[src/rtl/ov7670_capture_pkg.sv]
// Shared OV7670 capture definitions: default frame geometry, FSM state
// encodings and the frame-size helper used by the capture and downstream blocks.
package ov7670_capture_pkg;

  localparam int H_ACTIVE_DEF = 640;
  localparam int V_ACTIVE_DEF = 480;

  typedef enum logic [1:0] {
    WAIT_VS    = 2'd0,
    WAIT_START = 2'd1,
    ACTIVE     = 2'd2
  } cap_state_t;

  function automatic int frame_pixels(input int h_active, input int v_active);
    return h_active * v_active;
  endfunction

endpackage

[src/rtl/cam_sync_edge.sv]
// Single register stage for the camera bus plus one-cycle edge pulses
// derived from the registered copy against its previous value.
module cam_sync_edge #(
  parameter int DATA_W = 8
) (
  input  logic              clk,
  input  logic              rst_n,
  input  logic              vsync,
  input  logic              href,
  input  logic [DATA_W-1:0] cam_d,
  output logic              href_lvl,
  output logic [DATA_W-1:0] data,
  output logic              vsync_rise,
  output logic              vsync_fall,
  output logic              href_fall
);

  logic vsync_s, vsync_p;
  logic href_s, href_p;

  // NOTE: flops use non-blocking assignments so every register samples the
  // pre-edge value of its source, independent of statement order.
  always_ff @(posedge clk or negedge rst_n) begin
    if (!rst_n) begin
      vsync_s <= 1'b0;
      vsync_p <= 1'b0;
      href_s  <= 1'b0;
      href_p  <= 1'b0;
      data    <= '0;
    end else begin
      vsync_s <= vsync;
      vsync_p <= vsync_s;
      href_s  <= href;
      href_p  <= href_s;
      data    <= cam_d;
    end
  end

  assign href_lvl   = href_s;
  assign vsync_rise = vsync_s & ~vsync_p;
  assign vsync_fall = ~vsync_s & vsync_p;
  assign href_fall  = ~href_s & href_p;

endmodule

[src/rtl/ov7670_capture.sv]
// OV7670 RGB565 capture: pairs bus bytes into pixels, generates linear
// frame-buffer write addresses, and flags frame completion and framing errors.
module ov7670_capture
  import ov7670_capture_pkg::*;
#(
  parameter int H_ACTIVE = H_ACTIVE_DEF,
  parameter int V_ACTIVE = V_ACTIVE_DEF,
  parameter int ADDR_W   = 19
) (
  input  logic              clk,
  input  logic              rst_n,
  input  logic              enable,
  input  logic              vsync,
  input  logic              href,
  input  logic [7:0]        cam_d,
  output logic [15:0]       pixel_data,
  output logic              pixel_valid,
  output logic [ADDR_W-1:0] wr_addr,
  output logic              frame_done,
  output logic              capturing,
  output logic              err_odd,
  output logic              err_ovf
);

  localparam int FRAME_PIXELS = frame_pixels(H_ACTIVE, V_ACTIVE);
  // One extra bit so the counter can sit at exactly FRAME_PIXELS when saturated.
  localparam int CNT_W = ADDR_W + 1;

  logic       href_lvl;
  logic [7:0] byte_s;
  logic       vs_rise, vs_fall, href_fall;

  cam_sync_edge #(.DATA_W(8)) u_sync (
    .clk        (clk),
    .rst_n      (rst_n),
    .vsync      (vsync),
    .href       (href),
    .cam_d      (cam_d),
    .href_lvl   (href_lvl),
    .data       (byte_s),
    .vsync_rise (vs_rise),
    .vsync_fall (vs_fall),
    .href_fall  (href_fall)
  );

  cap_state_t       state_q, state_d;
  logic             frame_start, frame_end;
  logic             phase;
  logic [7:0]       hi_reg;
  logic [CNT_W-1:0] pix_cnt;
  logic             cnt_full;

  assign cnt_full = (pix_cnt == CNT_W'(FRAME_PIXELS));

  // NOTE: every signal written here gets a default first, so no path can
  // leave it unassigned and infer a latch.
  always_comb begin
    state_d     = state_q;
    frame_start = 1'b0;
    frame_end   = 1'b0;
    case (state_q)
      WAIT_VS: begin
        if (vs_rise) state_d = WAIT_START;
      end
      WAIT_START: begin
        if (vs_fall) begin
          if (enable) begin
            state_d     = ACTIVE;
            frame_start = 1'b1;
          end else begin
            state_d = WAIT_VS;
          end
        end
      end
      ACTIVE: begin
        if (vs_rise) begin
          state_d   = WAIT_START;
          frame_end = 1'b1;
        end
      end
      default: state_d = WAIT_VS;
    endcase
  end

  always_ff @(posedge clk or negedge rst_n) begin
    if (!rst_n) state_q <= WAIT_VS;
    else        state_q <= state_d;
  end

  // NOTE: hi_reg is reset along with the control state; it is a single byte,
  // so a reset costs nothing and keeps pixel_data deterministic after reset.
  always_ff @(posedge clk or negedge rst_n) begin
    if (!rst_n) begin
      phase       <= 1'b0;
      hi_reg      <= '0;
      pix_cnt     <= '0;
      pixel_data  <= '0;
      pixel_valid <= 1'b0;
      wr_addr     <= '0;
      frame_done  <= 1'b0;
      capturing   <= 1'b0;
      err_odd     <= 1'b0;
      err_ovf     <= 1'b0;
    end else begin
      pixel_valid <= 1'b0;
      frame_done  <= frame_end;
      capturing   <= (state_d == ACTIVE);
      if (frame_start) begin
        phase   <= 1'b0;
        pix_cnt <= '0;
        err_odd <= 1'b0;
        err_ovf <= 1'b0;
      end else if (state_q == ACTIVE) begin
        if (href_lvl) begin
          if (!phase) begin
            hi_reg <= byte_s;
            phase  <= 1'b1;
          end else begin
            phase <= 1'b0;
            if (cnt_full) begin
              err_ovf <= 1'b1;
            end else begin
              pixel_data  <= {hi_reg, byte_s};
              wr_addr     <= pix_cnt[ADDR_W-1:0];
              pixel_valid <= 1'b1;
              pix_cnt     <= pix_cnt + 1'b1;
            end
          end
        end else if (href_fall && phase) begin
          phase <= 1'b0;
          if (!vs_rise) err_odd <= 1'b1;
        end
        // Frame end discards any half pixel; a pair completing on this edge
        // was already emitted above.
        if (vs_rise) phase <= 1'b0;
      end
    end
  end

endmodule

[config.mk]
export PLATFORM = sky130hd
export DESIGN_NAME = ov7670_capture
export DESIGN_NICKNAME = d
export VERILOG_FILES = /design/src/rtl/ov7670_capture_pkg.sv /design/src/rtl/cam_sync_edge.sv /design/src/rtl/ov7670_capture.sv
export SDC_FILE = /design/constraint.sdc
export NUM_CORES = 1
export LEC_CHECK = 0
export BUFFER_PORTS_ARGS = -buffer_cell sky130_fd_sc_hd__buf_2
export CAP_MARGIN = 20
export CELL_PAD_IN_SITES_DETAIL_PLACEMENT = 0
export CELL_PAD_IN_SITES_GLOBAL_PLACEMENT = 2
export CORE_MARGIN = 2
export CORE_UTILIZATION = 35
export DETAILED_ROUTE_END_ITERATION = 7
export PLACE_DENSITY = 0.72
export SLEW_MARGIN = 30
export SYNTH_ARGS = -nofsm -noshare
export SYNTH_HDL_FRONTEND = slang
export SYNTH_SLANG_ARGS = --single-unit
[constraint.sdc]
create_clock -name clk -period 3.72 [get_ports clk]
set_input_delay 0.372 -clock clk [delete_from_list [all_inputs] [get_ports clk]]
set_output_delay 0.372 -clock clk [all_outputs]
set_load 0.01 [all_outputs]
==> results of run 1 <==
## routing by layer
layer  track usage  vias to the layer above  share of wire
li1              -                     1008              -
met1        0.1904                     1048           0.49
met2        0.1969                       55           0.45
met3       0.05270                        7          0.054
met4       0.05058                        0         0.0088
met5             0                        -              0
## cell usage after synthesis
cell type  instances
or4_1              1
clkbuf_1           3
nor4b_1            1
and3_1             3
buf_4              2
o211ai_1           2
and2b_1            1
o31ai_1            2
nand4bb_1          1
o22ai_1            1
nand2b_1           3
nand4_1            8
nor2_1            25
o21ai_2            1
a21oi_1            3
mux2_2            37
nand3_1           14
and3b_1            1
inv_1              6
or3_1              1
nor3_2             1
nor4_1             3
dfrtp_1           83
xor2_1            12
xnor2_1            3
buf_2              3
nand4b_1           1
nor2b_1            3
o21ai_0            7
ha_1               2
nand2_1           21
a32o_1             1
buf_6              1
nor3_1             2
## cell type report
class                      count  area [um2]  area share
clock buffer                  10       127.6     0.03310
clock inverter                 6       71.32     0.01849
inverter                       6       22.52    0.005840
multi-input combinational    161        1132      0.2936
sequential                    83        2077      0.5386
tap                          111       138.9     0.03602
timing repair buffer          53       286.5     0.07430
## report_power, final
| group | leakage, nW | switching (mW) | total [mW] | internal [mW] |
|---|---|---|---|---|
| Clock | 0.0935 | 0.344 | 0.661 | 0.316 |
| Combinational | 0.748 | 0.280 | 0.594 | 0.314 |
| Sequential | 1.09 | 0.215 | 1.39 | 1.18 |
| Total | 1.93 | 0.840 | 2.65 | 1.81 |
## cells in the final DEF, fill, tap and decap left out, types with 2 or more instances in the layout
cell,synthesis,layout
a21oi_1,3,3
and3_1,3,3
buf_2,3,51
clkbuf_8,0,9
clkinvlp_4,0,2
dfrtp_1,83,83
ha_1,2,2
inv_1,6,6
inv_6,0,2
mux2_2,37,37
nand2_1,21,21
nand2b_1,3,3
nand3_1,14,14
nand4_1,8,8
nor2_1,25,25
nor2b_1,3,3
nor3_1,2,2
nor4_1,3,3
o211ai_1,2,2
o21ai_0,7,7
o31ai_1,2,2
xnor2_1,3,3
xor2_1,12,12
## final timing paths
kind	to	slack, ns	depth (start not counted)
max in group asynchronous	u_sync.data[3]	3.15	1
max reg2reg	pixel_data[11]	1.35	5
min in group clk	u_sync.data[7]	0.11	1
max	pixel_data[11]	1.35	5
min	wr_addr[0]	0.07	1
min reg2reg	u_sync.vsync_p	0.43	0
## worst max-delay path, delay by kind of cell, from the launching register on
kind / cells / cell delay, ns
compound gates: 1 / 0.56
flops: 1 / 0.46
simple gates: 2 / 0.60
buf+inv: 1 / 0.28
mux: 1 / 0.35
## logic make-up after synthesis
group                    after synthesis  share of synthesized area
flip-flops                            83                     0.6338
AO/OA/AOI/OAI                         17                    0.03207
adder cells (fa/ha/maj)                2                   0.007635
AND/OR/NAND/NOR                       90                     0.1363
multiplexers                          37                     0.1271
XOR/XNOR                              15                    0.04009
buffers and inverters                 15                    0.02291
## metrics by stage
stage	setup slack (ns)	power, mW	instance area (um2)
after floorplan	1.933	1.734	3277
after global placement	1.325	2.005	3654
after detailed placement	1.349	2.018	3657
after CTS	1.339	2.693	3856
after global routing	1.197	2.847	3856
final	1.351	2.649	3856
==> qor.yml, run 1 <==
grt_max_degree: 84
post_drt_wl_per_cell_um: 15.07
worstSetupStartpointType: "flop"
die_x_um: 100.8
synth_top_cell_area_share: 0.6338
clock_path_buffers: 2
dp_cells: 414
pin_count: 53
overflow: 0
synth.area.top_cells: "dfrtp_1 (63%), mux2_2 (13%), xor2_1 (3.2%)"
fmax_mhz: 422.1
p_per_area_nw_per_um2: 686.9
dieArea_um2: 10150
antenna_cells: 0
syn_area_um2: 3277
cts_buffers: 9
die_h_um: 100.8
yosysTopAreaCell: "dfrtp_1"
drt_pass1_iterations: 4
crit_start: "pix_cnt[5]"
finish.utilization: 0.4213
via_per_inst: 4.926
antenna_found_initial: 0
vias: 2118
rsz0062_at_grt: "false"
nFillCells: 865
synth.distinct_cells: 34
hold_violations: 0
fin_hold_ws_ns: 0.06610
synth_fp_nets: 274
design.core.area_um2: 9153
leakage_nw: 1.928
clk_pin_slew_ns: 0.08
cts_setup_buffers: 0
yosys_warnings: 0
relSlewSlack: 0.4784
clk_latency_ns: 0.36
cp-end-kind: "flop"
worst_pin_slew_ns: 0.7795
grt_pass1_wl_mm: 10.76
worstPathArrival_ns: 2.61
crit_chain: "nor4_1, nand4_1, o21ai_4, buf_12, mux2_2"
rows: 35
fin_skew_ns: 0.01113
rr_startpoint: "pix_cnt[5]"
syn_inst: 259
place.gp.congestion: 0.7420
crit_type: "reg2reg"
largest_register_ffs: 20
synth_seq_area_share: 0.6338
setup_tns_ns: 0
drive_above_1_share: 0.3354
cp_max_fo: 26
hpwl_mm: 4.110
synth_seq_cells: 83
grt_pass1_vias: 2114
finalNetCount: 329
clock-sinks: 83
hold_class: "in2async"
final_cells: 430
drc: 0
run_status: "complete, no violations"
cts_root_buf: "clkbuf_8"
drt_iter0_markers: 71
top_register: "pix_cnt"
critPathRequiredTime_ns: 3.96
ant_nets: 0
htreeDepth: 3
drv_slew: 0
wl_mm: 6.480
grt.total_usage: 0.1378
hold_buffers: 0
setup_viol_count_final: 0
syn2layout_area_growth_pct: 17.68
cts_tree: "yes"
start_util: 0.3580
reg_top3: "pix_cnt (20), wr_addr (19), pixel_data (16)"
maxCapViolCount: 0
syn_area_per_cell_um2: 12.65
cts_resized: 0
cpMaxStageDelayCell: "o21ai_4"
max_stage_delay_ns: 0.56
portBuffers: 52
fin_crit_ns: 2.369
finalCritPeriodShare: 0.6369
vdd_ir_drop_max_mv: 0.2584
No activity file was read; power rests on OpenSTA's default activity.
==> run 2: changes to the inputs <==
- clock period: 3.72 -> 2.5 ns (I/O delays scaled with it)
==> qor.yml, run 2 (synthesized netlist as in run 1, its figures left out) <==
cts_root_buf: "clkbuf_8"
drive_above_1_share: 0.3441  # +0.008694
met3_length_um: 365  # +4.0%
vias: 2151  # +1.6%
worstSetupStartpointType: "flop"
hold_class: "in2reg"
reg_top3: "pix_cnt (20), wr_addr (19), pixel_data (16)"
final_cells: 451  # +4.9%
drv_slew: 0  # unchanged
top_register: "pix_cnt"
highest_layer: "met4"
drt_iter0_markers: 66  # -7.0%
via_per_inst: 4.769  # -3.2%
fmax_mhz: 438.0  # +3.8%
start_util: 0.3580  # unchanged
run_status: "complete, no violations"
post_drt_wl_per_cell_um: 14.29  # -5.2%
grt_pass1_wl_mm: 11.26  # +4.6%
clk_pin_slew_ns: 0.09  # about the same
die_x_um: 100.8  # unchanged
setup_tns_ns: 0  # unchanged
syn2layout_area_growth_pct: 23.64
portBuffers: 52  # unchanged
antenna_found_initial: 0  # unchanged
worstPathArrival_ns: 2.51  # -0.10 ns
cts_resized: 0  # unchanged
setup_viol_count_final: 0  # unchanged
cp_max_fo: 28  # +7.7%
fin_crit_ns: 2.283  # -0.08611 ns
grt_pass1_vias: 2236  # +5.8%
cts_tree: "yes"
cp-end-kind: "flop"
ant_nets: 0  # unchanged
m1WireLength_mm: 3.090  # -2.6%
clk_latency_ns: 0.35  # about the same
grt.total_usage: 0.1420  # +0.004227
p_per_area_nw_per_um2: 983.6  # +43%
critPathRequiredTime_ns: 2.73  # -1.23 ns
hold_violations: 0  # unchanged
relSlewSlack: 0.5157  # +0.03731
met2WireLength_mm: 2.895  # -0.14%
leakage_nw: 2.033  # +5.4%
pin_count: 53  # unchanged
drc: 0  # unchanged
hold_buffers: 11  # +11
most-common-layout-cells: "dfrtp_1 (83), buf_2 (51), mux2_2 (37)"
antenna_cells: 0  # unchanged
overflow: 0  # unchanged
finalNetCount: 350  # +6.4%
cts_setup_buffers: 0  # unchanged
clock-sinks: 83  # unchanged
largest_register_ffs: 20  # unchanged
clock_path_buffers: 2  # unchanged
htreeDepth: 3  # unchanged
rsz0062_at_grt: "false"
fin_skew_ns: 0.008495  # -0.002634 ns
grt_max_degree: 45  # -46%
dp_cells: 424  # +2.4%
drt_pass1_iterations: 4  # unchanged
setup_slack_ns: 0.2170  # -1.134 ns
cts_buffers: 9  # unchanged
post-place-ws_ns: 0.2393  # -1.110 ns
place.gp.congestion: 0.7786  # +4.9%
crit_type: "reg2reg"
vdd_ir_drop_max_mv: 0.3746  # +45%
rows: 35  # unchanged
maxCapViolCount: 0  # unchanged
final_common_cell: "dfrtp_1"
die_h_um: 100.8  # unchanged
worst_pin_slew_ns: 0.7264  # -0.05308 ns
wl_mm: 6.445  # -0.54%
finalCritPeriodShare: 0.9132  # +0.2763
power_mw: 3.985  # +50%
dieArea_um2: 10150  # unchanged
hpwl_mm: 4.328  # +5.3%
design.core.area_um2: 9153  # unchanged
[run 2: cell types whose count changed in the layout (fill, tap and decap cells not counted), sizes merged]
cell	before	now
buf	53	63
clkinv	1	2
clkinvlp	2	1
dlygate4sd3	0	11
[run 2: final timing paths]
check | from | to | slack [ns] | cells after the start
min reg2reg | u_sync.vsync_s | u_sync.vsync_p | 0.43 | 0
min in group asynchronous | rst_n | wr_addr[4] | 0.45 | 2
max | pix_cnt[4] | pixel_data[4] | 0.22 | 5
max in group asynchronous | rst_n | hi_reg[3] | 1.44 | 3
max reg2reg | pix_cnt[4] | pixel_data[4] | 0.22 | 5
min | enable | capturing | 0.38 | 3
[run 2: metrics by stage]
step	hold WS, ns	instance area, um2	utilization
2_1_floorplan	-0.04559	3277	-
3_3_place_gp	0.2926	3741	0.4087
3_5_place_dp	0.2968	3741	0.4087
4_1_cts	0.3744	4051	0.4427
5_1_grt	0.4432	4051	0.4427
6_report	0.3781	4051	0.4427
[run 2: critical path, cell delays in order, from the launching register on]
cell,delay [ns]
dfrtp_1,0.45
nor4_1,0.39
nand4_1,0.24
o21ai_4,0.46
buf_12,0.25
mux2_2,0.35
[run 2: layer usage]
metal | vias up | track usage
li1 | 1042 | -
met1 | 1050 | 0.1948
met2 | 50 | 0.2154
met3 | 9 | 0.04022
met4 | 0 | 0.05163
met5 | - | 0
[run 2: power breakdown]
group / switching (mW) / internal, mW
combinational: 0.459 / 0.512
sequential: 0.287 / 1.75
clock: 0.500 / 0.473
total: 1.25 / 2.74
[run 2: area by class of cell]
class | count | area [um2]
multi-input combinational | 161 | 1132
sequential | 83 | 2077
clock buffer | 10 | 127.6
inverter | 6 | 22.52
tap | 111 | 138.9
fill | 873 | 5101
timing repair buffer | 74 | 480.5
clock inverter | 6 | 72.57
